--- config.mk ---
export PLATFORM = sky130hd
export DESIGN_NAME = viterbi_metric_ram
export DESIGN_NICKNAME = d
export VERILOG_FILES = /design/src/rtl/viterbi_pkg.sv /design/src/rtl/viterbi_metric_bank.sv /design/src/rtl/viterbi_metric_ram.sv
export SDC_FILE = /design/constraint.sdc
export NUM_CORES = 2
export LEC_CHECK = 0
export ABC_AREA = 1
export CORE_AREA = 2 2 405 407
export CTS_CLUSTER_DIAMETER = 80
export DETAILED_ROUTE_END_ITERATION = 10
export DIE_AREA = 0 0 407 409
export PLACE_DENSITY_LB_ADDON = 0.1
export SLEW_MARGIN = 20
export SYNTH_ARGS = -nofsm -noshare
export SYNTH_HDL_FRONTEND = slang
export SYNTH_SLANG_ARGS = --single-unit
--- constraint.sdc ---
create_clock -name Clock2 -period 7.8 [get_ports Clock2]
set_input_delay 1.95 -clock Clock2 [delete_from_list [all_inputs] [get_ports Clock2]]
set_output_delay 1.95 -clock Clock2 [all_outputs]
set_load 0.1 [all_outputs]
--- src/rtl/viterbi_pkg.sv ---
// Shared defaults and helpers for the Viterbi path-metric store.
package viterbi_pkg;

  localparam int DEF_METRIC_W    = 12;
  localparam int DEF_ACS_PER_SEG = 4;
  localparam int DEF_SEGMENTS    = 16;

  function automatic int clog2(input int value);
    int r;
    r = 0;
    for (int i = 0; i < 31; i++) begin
      if ((1 << r) < value) r = r + 1;
    end
    return r;
  endfunction

  // Callers zero-extend into 32 bits and truncate back, keeping this width-agnostic.
  function automatic logic [31:0] sat_sub(input logic [31:0] a, input logic [31:0] b);
    return (a > b) ? a - b : 32'd0;
  endfunction

endpackage

--- src/rtl/viterbi_metric_bank.sv ---
// One metric bank: single write port, registered read of an even/odd word pair.
module viterbi_metric_bank #(
  parameter int WORD_W   = 48,
  parameter int SEGMENTS = 16,
  parameter int SEG_AW   = 4
) (
  input  logic                  clk,
  input  logic                  we,
  input  logic [SEG_AW-1:0]     waddr,
  input  logic [WORD_W-1:0]     wdata,
  input  logic                  re,
  input  logic [SEG_AW-2:0]     raddr,
  output logic [2*WORD_W-1:0]   rdata
);

  logic [WORD_W-1:0] mem [SEGMENTS];

  always_ff @(posedge clk) begin
    if (we) mem[waddr] <= wdata;
    if (re) rdata <= {mem[{raddr, 1'b1}], mem[{raddr, 1'b0}]};
  end

endmodule

--- src/rtl/viterbi_metric_ram.sv ---
// Ping-pong path-metric store: bank swap on Hold, min tracking, read normalisation
// and step-integrity checking.
module viterbi_metric_ram
  import viterbi_pkg::*;
#(
  parameter int METRIC_W    = DEF_METRIC_W,
  parameter int ACS_PER_SEG = DEF_ACS_PER_SEG,
  parameter int SEGMENTS    = DEF_SEGMENTS,
  localparam int SEG_AW     = clog2(SEGMENTS),
  localparam int WORD_W     = ACS_PER_SEG * METRIC_W
) (
  input  logic                  Clock2,
  input  logic                  Reset,
  input  logic                  Hold,
  input  logic [SEG_AW-1:0]     ACSSegment,
  input  logic [WORD_W-1:0]     Metric,
  input  logic                  MetricValid,
  input  logic                  ReadEnable,
  output logic [2*WORD_W-1:0]   PathMetric,
  output logic                  PathMetricValid,
  output logic                  MMBlockSelect,
  output logic [METRIC_W-1:0]   NormOffset,
  output logic                  StepError
);

  localparam int CNT_W = SEG_AW + 1;

  logic [2*WORD_W-1:0] bank_rdata [2];
  logic [1:0]          bank_valid;
  logic [CNT_W-1:0]    write_count, count_next;
  logic [METRIC_W-1:0] min_metric, min_next;
  logic                rd_ok, rd_sel;
  logic [METRIC_W-1:0] rd_off;
  logic                rd_bank;

  assign rd_bank = ~MMBlockSelect;

  for (genvar b = 0; b < 2; b++) begin : g_bank
    viterbi_metric_bank #(
      .WORD_W   (WORD_W),
      .SEGMENTS (SEGMENTS),
      .SEG_AW   (SEG_AW)
    ) u_bank (
      .clk   (Clock2),
      .we    (MetricValid && (MMBlockSelect == 1'(b))),
      .waddr (ACSSegment),
      .wdata (Metric),
      .re    (ReadEnable && (MMBlockSelect != 1'(b))),
      .raddr (ACSSegment[SEG_AW-1:1]),
      .rdata (bank_rdata[b])
    );
  end

  // Running min and count including this cycle's write, so Hold sees the closing step whole.
  always_comb begin
    min_next   = min_metric;
    count_next = write_count;
    if (MetricValid) begin
      for (int i = 0; i < ACS_PER_SEG; i++) begin
        if (Metric[i*METRIC_W +: METRIC_W] < min_next) min_next = Metric[i*METRIC_W +: METRIC_W];
      end
      if (write_count != CNT_W'(SEGMENTS)) count_next = write_count + 1'b1;
    end
  end

  always_ff @(posedge Clock2) begin
    if (!Reset) begin
      MMBlockSelect   <= 1'b0;
      PathMetricValid <= 1'b0;
      NormOffset      <= '0;
      StepError       <= 1'b0;
      bank_valid      <= '0;
      write_count     <= '0;
      min_metric      <= '1;
      rd_ok           <= 1'b0;
      rd_sel          <= 1'b0;
      rd_off          <= '0;
    end else begin
      PathMetricValid <= ReadEnable;
      if (ReadEnable) begin
        rd_ok  <= bank_valid[rd_bank];
        rd_sel <= rd_bank;
        rd_off <= NormOffset;
      end
      if (Hold) begin
        MMBlockSelect             <= ~MMBlockSelect;
        bank_valid[MMBlockSelect] <= 1'b1;
        NormOffset                <= (count_next == '0) ? '0 : min_next;
        min_metric                <= '1;
        write_count               <= '0;
        if (count_next != CNT_W'(SEGMENTS)) StepError <= 1'b1;
      end else begin
        min_metric  <= min_next;
        write_count <= count_next;
      end
    end
  end

  // Normalisation sits after the bank register; rd_ok masks data from a never-written bank.
  always_comb begin
    PathMetric = '0;
    if (rd_ok) begin
      for (int j = 0; j < 2*ACS_PER_SEG; j++) begin
        PathMetric[j*METRIC_W +: METRIC_W] =
          METRIC_W'(sat_sub(32'(bank_rdata[rd_sel][j*METRIC_W +: METRIC_W]), 32'(rd_off)));
      end
    end
  end

endmodule

==> results.json <==
{
  "vias_per_cell": 5.63,
  "crit_path_end_kind": "primary output",
  "synth_cell_types": 43,
  "period_needed_ns": 7.41,
  "crit_cells": 21,
  "worstSetupStartpointType": "flip-flop",
  "reg2regPathDepth": 40,
  "track_usage_pct": 27.7,
  "cts_tree": "built",
  "design_area_mm2": 0.0835,
  "max_slew_margin_pct": 16.6,
  "hold_path_depth": 2,
  "first_pass_iters": 5,
  "die_w_um": 407,
  "drc": 0,
  "clk_pin_slew_ns": 0.06,
  "grt_pass1_vias": 44500,
  "ys_top_cells_by_area": "edfxtp_1, nor2_1, o21ai_0, ha_1, o2111ai_1",
  "wl_per_cell_um": 28.1,
  "gp_congestion": 0.847,
  "period_share_pct": 95.0,
  "synth_largest_area_cell": "edfxtp_1",
  "critical-path-max-stage-delay_ns": 0.62,
  "worst-setup-path-type": "flip-flop to primary output",
  "die_h_um": 409,
  "status": "complete, no violations",
  "netlist_instances": 5634,
  "path_max_fanout": 61,
  "cts_root_buffer": "clkbuf_16",
  "dp_hpwl_mm": 127,
  "grt_start_max_net_pins": 208,
  "ios": 168,
  "fmax_mhz": 135,
  "holdWs_ns": 0.452,
  "finalSetupViolCount": 0,
  "syn-num-nets": 5838,
  "overflow": 0,
  "initial_utilization_pct": 44.7,
  "first_iter_violations": 5381,
  "clock_sinks": 1776,
  "clock_latency_ns": 0.83,
  "p_per_area_mw_per_mm2": 256,
  "synthesis.area_mm2": 0.0724,
  "cts_max_path_buffers": 3,
  "ant_nets": 0,
  "ys_seq_elements": 1776,
  "cpMostUsedCell": "nand2_1",
  "layout_commonest_cell": "edfxtp_1",
  "area_delta_synth_final_pct": 15.3,
  "drive_gt1_share_pct": 12.1,
  "final_cell_mix": "edfxtp_1, nor2_1, o21ai_0",
  "rows": 148,
  "drv_cap": 0,
  "path_buf_inv": 5,
  "netlist.area_leader.share_pct": 71.6,
  "synth_warnings": 0,
  "arrival_ns": 5.46,
  "nNetsFinal": 6109,
  "seq_area_frac_synth_pct": 73.0,
  "worst_pin_slew_ns": 1.25,
  "io_buffer_count": 167,
  "rsz0062_at_grt": "no",
  "crit_family": "buffers and inverters",
  "hold_viol": 0,
  "cp_data_required_time_ns": 5.85,
  "crit_path_top_delay_cell": "dfxtp_4",
  "static-leakage-power_nw": 29.0,
  "avgSynthCellArea_um2": 12.9,
  "fin_skew_ns": 0.0261,
  "report.final.slew_viol_count": 0,
  "wl_mm": 231,
  "antenna_found_initial": 13,
  "die_area_mm2": 0.166,
  "core-area_mm2": 0.162,
  "dpl-instance-area_mm2": 0.0777,
  "htreeDepth": 4,
  "holdCritPathClass": "flip-flop to flip-flop",
  "grt_pass1_wl_mm": 327,
  "dr_total_vias": 46300,
  "cts_made_buffers": 185,
  "vdd_drop_max_mv": 0.234,
  "path_cells": "buf_12, mux2_2, ha_1, nand2_1, inv_1, nand2_1, nand2_1, inv_1, o21ai_0, a21oi_1, o21bai_1, a21oi_1, nor2_1, o21ai_0, nand2_1, a21oi_1, nor2_1, o221ai_1, buf_4, nor3b_1, buf_12"
}
==> worst reg2reg max path, delay by kind of cell (launching register included) <==
family | cells | cell delay, ns
flip-flops | 1 | 0.44
AND/OR/NAND/NOR | 22 | 2.01
adder cells (fa/ha/maj) | 4 | 1.25
AO/OA/AOI/OAI | 7 | 1.48
buffers and inverters | 7 | 0.97
==> through the flow <==
stage	power, mW	utilization (%)	setup WS, ns	setup TNS (ns)	std cells
after detailed placement	13.0	47.9	-0.483	-10.94	7893
after floorplan	12.1	-	0.0786	0	5634
after global routing	22.0	51.5	0.0342	0	8231
after global placement	12.9	47.9	-0.383	-8.28	7893
after CTS	21.4	51.5	0.355	0	8231
final	21.3	51.5	0.393	0	8234
==> registers in the layout, summed over array words and instances (netlist names) <==
signal,count
min_metric,12
StepError,1
bank_valid,2
g_bank.u_bank.mem,1536
NormOffset,12
g_bank.u_bank.rdata,192
write_count,5
MMBlockSelect,1
rd_ok,1
rd_off,12
rd_sel,1
PathMetricValid,1
==> cell type report <==
cell class / count / area [µm²]
Clock buffer: 227 / 4850
Tap cell: 2175 / 2720
Antenna cell: 3 / 7.51
Inverter: 177 / 697
Timing Repair Buffer: 378 / 3380
Fill cell: 13900 / 78500
Sequential cell: 1776 / 52900
Clock inverter: 111 / 962
Multi-Input combinational cell: 3387 / 18000
==> routing by layer <==
metal  GRT usage, %  part of all wire [%]
met1           39.3                    43
met5              0                 0.017
met4           7.94                   2.8
met3           4.30                   6.8
met2           44.2                    47
==> Yosys cell counts, drive strengths merged <==
| master | instances |
|---|---|
| a211oi | 4 |
| nand3 | 59 |
| xnor2 | 27 |
| nor2 | 1499 |
| o21ai | 834 |
| nand3b | 5 |
| xor2 | 34 |
| and2 | 4 |
| o21bai | 16 |
| a22o | 1 |
| inv | 177 |
| nor3 | 19 |
| a21o | 5 |
| dfxtp | 48 |
| o221a | 1 |
| ha | 139 |
| o221ai | 3 |
| nand4 | 30 |
| a31oi | 1 |
| o31ai | 1 |
| a21oi | 105 |
| mux2 | 88 |
| buf | 19 |
| nor3b | 15 |
| o21a | 1 |
| edfxtp | 1728 |
| or2 | 1 |
| or4 | 1 |
| nand2 | 279 |
| mux2i | 8 |
| fa | 8 |
| o2111ai | 191 |
| o211ai | 8 |
| clkbuf | 275 |
==> where the power goes <==
group / total (mW) / internal, mW / switching (mW) / leakage, nW
Combinational: 2.07 / 0.628 / 1.44 / 10.1
Clock: 8.56 / 4.82 / 3.74 / 2.82
Sequential: 10.7 / 10.6 / 0.0651 / 16.0
==> logic make-up (layout without fill, tap and decap cells) <==
logic type	after synthesis	count (layout)	synth area share [%]
flip-flops	1776	1776	73.0
other	0	3	0
adder cells (fa/ha/maj)	147	147	2.62
AO/OA/AOI/OAI	1171	1171	9.24
buffers and inverters	471	893	2.48
XOR/XNOR	61	61	0.738
multiplexers	96	96	1.48
AND/OR/NAND/NOR	1912	1912	10.5
==> path summary, 6_finish.rpt <==
kind | start | end | slack [ns]
worst max register to register | min_metric[6] | NormOffset[3] | 1.54
worst min-delay path | bank_valid[1] | bank_valid[1] | 0.45
worst min register to register | bank_valid[1] | bank_valid[1] | 0.45
worst max-delay path | rd_sel | PathMetric[80] | 0.39
==> what timing repair did <==
action / CTS / global route
gates resized for setup: 0 / 8
hold buffers: 0 / 0
endpoints found under the setup margin: 0 / 24
buffers inserted: 0 / 0
endpoints found under the hold margin: 0 / 0
Note: power is estimated with default switching activity, not from simulation.
